--- src/rtl/pc_pkg.sv ---
// Shared definitions for the program-counter stage: next-PC source
// encodings, the redirect-holding state encoding and default vectors.
package pc_pkg;

  // Next-PC source selection presented by the decode stage
  localparam logic [1:0] PC_SEQ = 2'b00;
  localparam logic [1:0] PC_BR  = 2'b01;
  localparam logic [1:0] PC_J   = 2'b10;
  localparam logic [1:0] PC_JR  = 2'b11;

  // Default reset and exception entry vectors (zero-extended by the user)
  localparam logic [31:0] PC_RESET_VECTOR_DEFAULT = 32'h0000_0000;
  localparam logic [31:0] PC_EXC_VECTOR_DEFAULT   = 32'h0000_0180;

  // RUN: no redirect held; PEND_*: a redirect arrived during a stall
  typedef enum logic [1:0] {
    RUN       = 2'd0,
    PEND_EXC  = 2'd1,
    PEND_ERET = 2'd2
  } pc_state_e;

  // Instruction addresses must sit on a 4-byte boundary
  function automatic logic is_word_aligned(input logic [1:0] low_bits);
    return (low_bits == 2'b00);
  endfunction

endpackage

--- src/rtl/pc_reg_en.sv ---
// WIDTH-bit register with synchronous active-high reset to a
// configurable value and a load enable. Used for both pc and epc.
module pc_reg_en #(
  parameter int               WIDTH       = 32,
  parameter logic [WIDTH-1:0] RESET_VALUE = '0
) (
  input  logic             clk,
  input  logic             clrn,
  input  logic             en,
  input  logic [WIDTH-1:0] d,
  output logic [WIDTH-1:0] q
);

  // Reset wins over the enable; otherwise load only when enabled
  always_ff @(posedge clk) begin
    if (clrn) begin
      q <= RESET_VALUE;
    end else if (en) begin
      q <= d;
    end
  end

endmodule

--- src/rtl/pc_sequencer.sv ---
// Fetch-stage program counter. Picks the next PC from sequential,
// branch, jump, register-jump, exception and exception-return sources,
// keeps the EPC, and remembers an exc/eret that arrives while the
// pipeline is stalled so it is applied as soon as the stall releases.
import pc_pkg::*;

module pc_sequencer #(
  parameter int          WIDTH        = 32,
  parameter int          INST_BYTES   = 4,
  parameter logic [31:0] RESET_VECTOR = PC_RESET_VECTOR_DEFAULT,
  parameter logic [31:0] EXC_VECTOR   = PC_EXC_VECTOR_DEFAULT
) (
  input  logic             clk,
  input  logic             clrn,
  input  logic             wir,
  input  logic [1:0]       pcsrc,
  input  logic [WIDTH-1:0] br_target,
  input  logic [25:0]      j_index,
  input  logic [WIDTH-1:0] reg_target,
  input  logic             exc,
  input  logic             eret,
  output logic [WIDTH-1:0] pc,
  output logic [WIDTH-1:0] pc_plus,
  output logic [WIDTH-1:0] epc,
  output logic             misalign,
  output logic             pending
);

  localparam logic [WIDTH-1:0] RESET_PC = WIDTH'(RESET_VECTOR);
  localparam logic [WIDTH-1:0] EXC_PC   = WIDTH'(EXC_VECTOR);
  localparam logic [WIDTH-1:0] PC_INC   = WIDTH'(INST_BYTES);

  pc_state_e        state;
  pc_state_e        state_next;
  logic [WIDTH-1:0] jump_target;
  logic [WIDTH-1:0] sel_target;
  logic [WIDTH-1:0] pc_next;
  logic             held_exc;
  logic             held_eret;
  logic             jr_misaligned;
  logic             take_exc;
  logic             take_eret;
  logic             misalign_hit;
  logic             epc_en;

  // Sequential address wraps naturally; the carry out is dropped
  assign pc_plus = pc + PC_INC;

  // J-type target keeps the region bits of the delay-slot address
  assign jump_target = {pc_plus[WIDTH-1:28], j_index, 2'b00};

  // Ordinary next-PC selection requested by decode
  always_comb begin
    sel_target = pc_plus;
    case (pcsrc)
      PC_SEQ:  sel_target = pc_plus;
      PC_BR:   sel_target = br_target;
      PC_J:    sel_target = jump_target;
      PC_JR:   sel_target = reg_target;
      default: sel_target = pc_plus;
    endcase
  end

  // Resolve the effective request: exc beats eret beats pcsrc. A
  // misaligned register jump only matters when it is the winning
  // source, and is then turned into an exception entry.
  always_comb begin
    held_exc      = (state == PEND_EXC);
    held_eret     = (state == PEND_ERET);
    jr_misaligned = (pcsrc == PC_JR) && !is_word_aligned(reg_target[1:0]);
    take_exc      = exc || held_exc ||
                    (!eret && !held_eret && jr_misaligned);
    take_eret     = !take_exc && (eret || held_eret);
    misalign_hit  = wir && jr_misaligned && !exc && !held_exc &&
                    !eret && !held_eret;
    epc_en        = wir && take_exc;
  end

  // Next PC value, loaded only when the stage is not stalled
  always_comb begin
    pc_next = sel_target;
    if (take_exc) begin
      pc_next = EXC_PC;
    end else if (take_eret) begin
      pc_next = epc;
    end
  end

  // Redirect-holding FSM: any release applies the held request and
  // returns to RUN; during a stall an exc always supersedes an eret.
  always_comb begin
    state_next = state;
    if (wir) begin
      state_next = RUN;
    end else begin
      case (state)
        RUN: begin
          if (exc) begin
            state_next = PEND_EXC;
          end else if (eret) begin
            state_next = PEND_ERET;
          end
        end
        PEND_ERET: begin
          if (exc) begin
            state_next = PEND_EXC;
          end
        end
        PEND_EXC: begin
          state_next = PEND_EXC;
        end
        default: begin
          state_next = RUN;
        end
      endcase
    end
  end

  // State register; reset discards any held redirect
  always_ff @(posedge clk) begin
    if (clrn) begin
      state <= RUN;
    end else begin
      state <= state_next;
    end
  end

  // Misalign flag lives for exactly the cycle after the bad jump
  always_ff @(posedge clk) begin
    if (clrn) begin
      misalign <= 1'b0;
    end else begin
      misalign <= misalign_hit;
    end
  end

  assign pending = (state != RUN);

  pc_reg_en #(
    .WIDTH       (WIDTH),
    .RESET_VALUE (RESET_PC)
  ) u_pc_reg (
    .clk  (clk),
    .clrn (clrn),
    .en   (wir),
    .d    (pc_next),
    .q    (pc)
  );

  pc_reg_en #(
    .WIDTH       (WIDTH),
    .RESET_VALUE ('0)
  ) u_epc_reg (
    .clk  (clk),
    .clrn (clrn),
    .en   (epc_en),
    .d    (pc),
    .q    (epc)
  );

endmodule

--- config.mk ---
export PLATFORM = sky130hd
export DESIGN_NAME = pc_sequencer
export DESIGN_NICKNAME = d
export VERILOG_FILES = /design/src/rtl/pc_pkg.sv /design/src/rtl/pc_reg_en.sv /design/src/rtl/pc_sequencer.sv
export SDC_FILE = /design/constraint.sdc
export NUM_CORES = 1
export LEC_CHECK = 0
export BUFFER_PORTS_ARGS = -buffer_cell sky130_fd_sc_hd__buf_2
export CAP_MARGIN = 10
export CORE_UTILIZATION = 50
export DETAILED_ROUTE_END_ITERATION = 10
export PLACE_DENSITY = 0.84
export SYNTH_ARGS = -nofsm -noshare
export SYNTH_HDL_FRONTEND = slang
export SYNTH_SLANG_ARGS = --single-unit
--- constraint.sdc ---
create_clock -name clk -period 4.27 [get_ports clk]
set_input_delay 0.854 -clock clk [delete_from_list [all_inputs] [get_ports clk]]
set_output_delay 0.854 -clock clk [all_outputs]
set_load 0.01 [all_outputs]
# Yosys cells after proc, flatten, opt, wreduce, memory -nomap -nowiden
# Index checks and enable logic that the tools add are counted.
dict set report word_totals {
  mem_bits_rw 0
  romBits 0
  regBits 67
  input_bits 97
  n_memories 0
  latchBits 0
  wordCells 44
  output_inout_bits 98
}
dict set report classes {
  n_bitwise 0
  mul 0
  n_eq_ne 7
  magnitude_cmp 0
  add_sub_neg 1
  muxes 7
  reduce_logical 25
  shift 0
  n_div 0
}
# cell n
set op_table {}
lappend op_table {{one-hot mux 32 bit (4 select lines)} 1}
lappend op_table {{two-way mux 32 bit} 2}
lappend op_table {{adder 32 x 3 -> 32 bit, second input constant} 1}
lappend op_table {{logical AND 1 bit} 10}
lappend op_table {{equality test 2 bit, second input constant} 3}
lappend op_table {{zero test 1 bit} 6}
lappend op_table {{zero test 2 bit} 3}
lappend op_table {{two-way mux 2 bit} 3}
lappend op_table {{one-hot mux 2 bit (3 select lines)} 1}
lappend op_table {{equality test 2 x 1 -> 1 bit, second input constant} 2}
lappend op_table {{logical OR 1 bit} 3}
lappend op_table {{inequality test 3 bit, second input constant} 1}
lappend op_table {{inequality test 2 bit, second input constant} 1}
lappend op_table {{AND reduction 2 bit} 1}
lappend op_table {{nonzero test 2 bit} 1}
lappend op_table {{OR reduction 2 bit} 1}

# Logic depth before layout (Yosys ltp)
dict set report depth {
  word_depth 9
  depth_mapped 10
}

# By module
# Synthesis repeated with hierarchy kept, for this count alone.
dict set report unflattened {
  cells_unflattened 501
  hier_area_um2 4591.9
}
# mod area_per_inst_um2 cells_each n_inst
set modules_own_cells {}
lappend modules_own_cells {pc_reg_en 1163.6 103 2}
lappend modules_own_cells {pc_sequencer 2264.7 295 1}

# Worst setup path after synthesis
# No wires, ideal clock.
dict set report synth_timing {
  path_type {flip-flop to output port}
  start {register u_pc_reg.q[4]}
  end {output port pc_plus[25]}
  arrival_time_ps 1707
  setup_slack_ps 1709
  path_buffers 2
  stages_incl_launch_ff 7
  cell_sequence {dfxtp_1 > buf_2 > and3_1 > clkbuf_1 > nand2_2 > or4_1 > xnor2_1}
}
dict set report synth_between {
  elab_chain_len 1
}
# element line_no
set synth_lines {}
lappend synth_lines {{from (decl)} pc_reg_en.sv:11} ;# output logic [WIDTH-1:0] q
lappend synth_lines {{from (signal assigned)} pc_reg_en.sv:17} ;# q <= RESET_VALUE;
lappend synth_lines {{from (signal assigned)} pc_reg_en.sv:19} ;# q <= d;
lappend synth_lines {{adder 32 x 3 -> 32 bit} pc_sequencer.sv:47} ;# assign pc_plus = pc + PC_INC;
lappend synth_lines {{to (decl)} pc_sequencer.sv:23} ;# output logic [WIDTH-1:0] pc_plus,
# Every way passes these cells.

# Final worst setup path
dict set report layout_timing {
  start {register u_pc_reg.q[7]}
  end {output port pc_plus[22]}
}
# The elaborated chain is that of the path after synthesis.

==> results.yml <==
grt:
  grt_max_degree: 36
  grt_util_met2_pct: 59.2
  first_global_vias: 5389
  grt_overflow: 0
  grt_busiest_layer: "met2"
  grt.met3_usage_pct: 7.84
  antenna_found_initial: 0
  grt_use_total_pct: 34.7
  grtUsageMet1_pct: 41.5
  grt_pass1_wl_mm: 26.7
floorplanning:
  placeableCoreArea_um2: 8810
  row_count: 34
  dieWidth_um: 97.7
  ios: 195
  start_util_pct: 52.0
  die_y_um: 97.7
  dieArea_um2: 9540
run:
  maxCapViolCount: 0
detailed_routing:
  routed-via-count: 5668
  remaining_drc_errors: 18
  wirelength_mm: 16.7
  wl_per_cell_um: 19.0
  drtPass1Iterations: 8
  ant_nets: 0
  drt_iter0_markers: 514
  via_per_inst: 6.44
finish:
  final_util_pct: 65.2
  fill_cells: 768
  final_common_cell: "buf_2"
  final_area_um2: 5740
  area_growth_pct: 25.5
  final_cell_mix: "buf_2, nand2_1, dfxtp_1, a21oi_1, nor2_1"
  drive_above_1_share_pct: 31.5
  nets: 873
  diodes: 0
clock_tree:
  cts_buffers: 9
  cts_tree: "built"
  clock_latency_ps: 360
  clkSlewWorstSetupHoldPaths_ps: 80
  cts_hold_buf: 0
  root_buffer: "clkbuf_8"
  cts_max_level: 3
  cts_buffer_depth: 2
  cts_sinks: 67
  cts_setup_buffers: 0
  ctsResizeCount: 0
yosys:
  synth_nets: 714
  synth-seq-area-share_pct: 29.3
  yosysUniqueCellTypes: 75
  ys_seq_elements: 67
  avgSynthCellArea_um2: 7.53
  synth_async_sr_flop_share_pct: 0
  synth_flop_cell: "dfxtp_1"
  ys_warn_count: 0
  netlist_instances: 608
  synth_area_um2: 4580
  synth_enable_flop_cells: 0
timing:
  hold_violations: 0
  finClkSkew_ps: 8.05
  period_needed_ps: 3490
  rsz0062_at_grt: "false"
  fmax_mhz: 286
  post-route-period-util_pct: 81.8
  drv_slew: 0
  setup_viol: 0
  setup-tns-final_ps: 0
  setup_ws_ps: 778
  max_slew_margin_pct: 18.9
  worst_slew_pin_slew_ps: 1210
critical_path:
  slowest_stage: "nor4_1"
  arrival_ps: 2640
  critPathRequiredTime_ps: 3420
  cp-end-kind: "output pin"
  crit_path_start_kind: "flop"
  path_class: "reg -> out"
  critPathMaxStageDelay_ps: 730
  cpLargestDelayFamily: "simple AND/OR/NAND/NOR gates"
  cp_cell_sequence: "and3_1, nand2_1, nor4_1, xnor2_1, buf_2"
  crit_buf_inv: 1
  cp_max_fo: 10
pwr:
  p_sw_share_pct: 30.8
  clockPowerShare_pct: 40.2
  pwr-share-comb_pct: 19.5
  vdd_drop_max_mv: 0.162
  p_leak_nw: 2.53
  power.density_nw_per_um2: 293
  p_int_mw: 1.16
  p_switching_uw: 518
  pwr-share-seq_pct: 40.2
place:
  port_buffers: 194
  place_ws_ps: 967
  dpl_cell_area_um2: 5500
  gp_congestion: 0.946
  dp_hpwl_mm: 11.9
outcome:
  violations: "DRC"
  status: "complete, but fails checks"
hold_path:
  min_path_type: "reg -> reg"
## area by class of cell
type,instances,area (µm²),area share [%]
flip-flops and latches,67,1340,23.4
multi-input cells,468,2920,50.8
repair buffers,202,1030,17.9
clock buffers,9,124,2.16
well taps,108,135,2.35
inverters,19,71.3,1.24
clock inverters,7,124,2.16
## metal layers
metal,wire (µm),vias up
li1,-,2561
met1,6360,2644
met2,7970,405
met3,1830,58
met4,552,0
met5,0,-
## power by group through the flow
stage	combinational, mW	sequential (mW)	clock, mW
after floorplan	0.190	0.686	0
after global placement	0.309	0.688	0
after detailed placement	0.319	0.689	0
after CTS	0.321	0.675	0.674
after global routing	0.354	0.680	0.703
final	0.329	0.677	0.676
## through the flow
stage / power [mW] / std cells / hold slack [ps]
floorplan: 0.876 / 608 / 488
global placement: 0.998 / 864 / 455
detailed placement: 1.01 / 864 / 463
CTS: 1.67 / 880 / 474
global route: 1.74 / 880 / 498
finish: 1.68 / 880 / 472
## kinds of logic (layout without fill, tap and decap cells)
logic type	Yosys count	after routing	share of synthesized area, %
AOI/OAI and AO/OA	188	188	28.8
buffers and inverters	73	237	6.97
adders and majority gates	9	9	2.46
muxes	5	5	1.20
DFF	67	67	29.3
xor gates and xnor gates	26	26	4.98
and+or+nand+nor	240	240	26.3
## worst register-to-register path, cell delays in order (launching register included)
cell and delay, ps:
dfxtp_1 350, inv_1 90, ha_1 180, or2_1 690, nor2_2 290, buf_4 300, nor2_1 460, o21ai_0 200
a221o_1 340
## path summary, 6_finish.rpt
| path | slack, ps | startpoint | depth (start not counted) | endpoint |
|---|---|---|---|---|
| worst max-delay path | 780 | u_pc_reg.q[7]$_SDFFE_PP0P_ | 5 | pc_plus[22] |
| worst min-delay path | 470 | u_epc_reg.q[29]$_SDFFE_PP0P_ | 2 | u_epc_reg.q[29]$_SDFFE_PP0P_ |
| worst max register to register | 1260 | state[1]$_SDFFE_PP0P_ | 8 | u_pc_reg.q[13]$_SDFFE_PP0P_ |
| worst min register to register | 470 | u_epc_reg.q[29]$_SDFFE_PP0P_ | 2 | u_epc_reg.q[29]$_SDFFE_PP0P_ |
## state kept, by name, summed over array words and instances (netlist names)
name / flops
u_epc_reg.q: 32
misalign: 1
state: 2
u_pc_reg.q: 32
## synthesized netlist by cell type (all sizes together) (13+ instances only)
master,n,area (µm²)
inv,19,71.3
a21oi,63,315
clkbuf,32,121
nand3,24,138
xnor2,20,175
buf,22,126
a22oi,22,165
nand2,114,438
o211ai,16,120
o21ai,13,68.8
dfxtp,67,1340
nor2,27,101
Note: power is estimated with default switching activity, not from simulation.
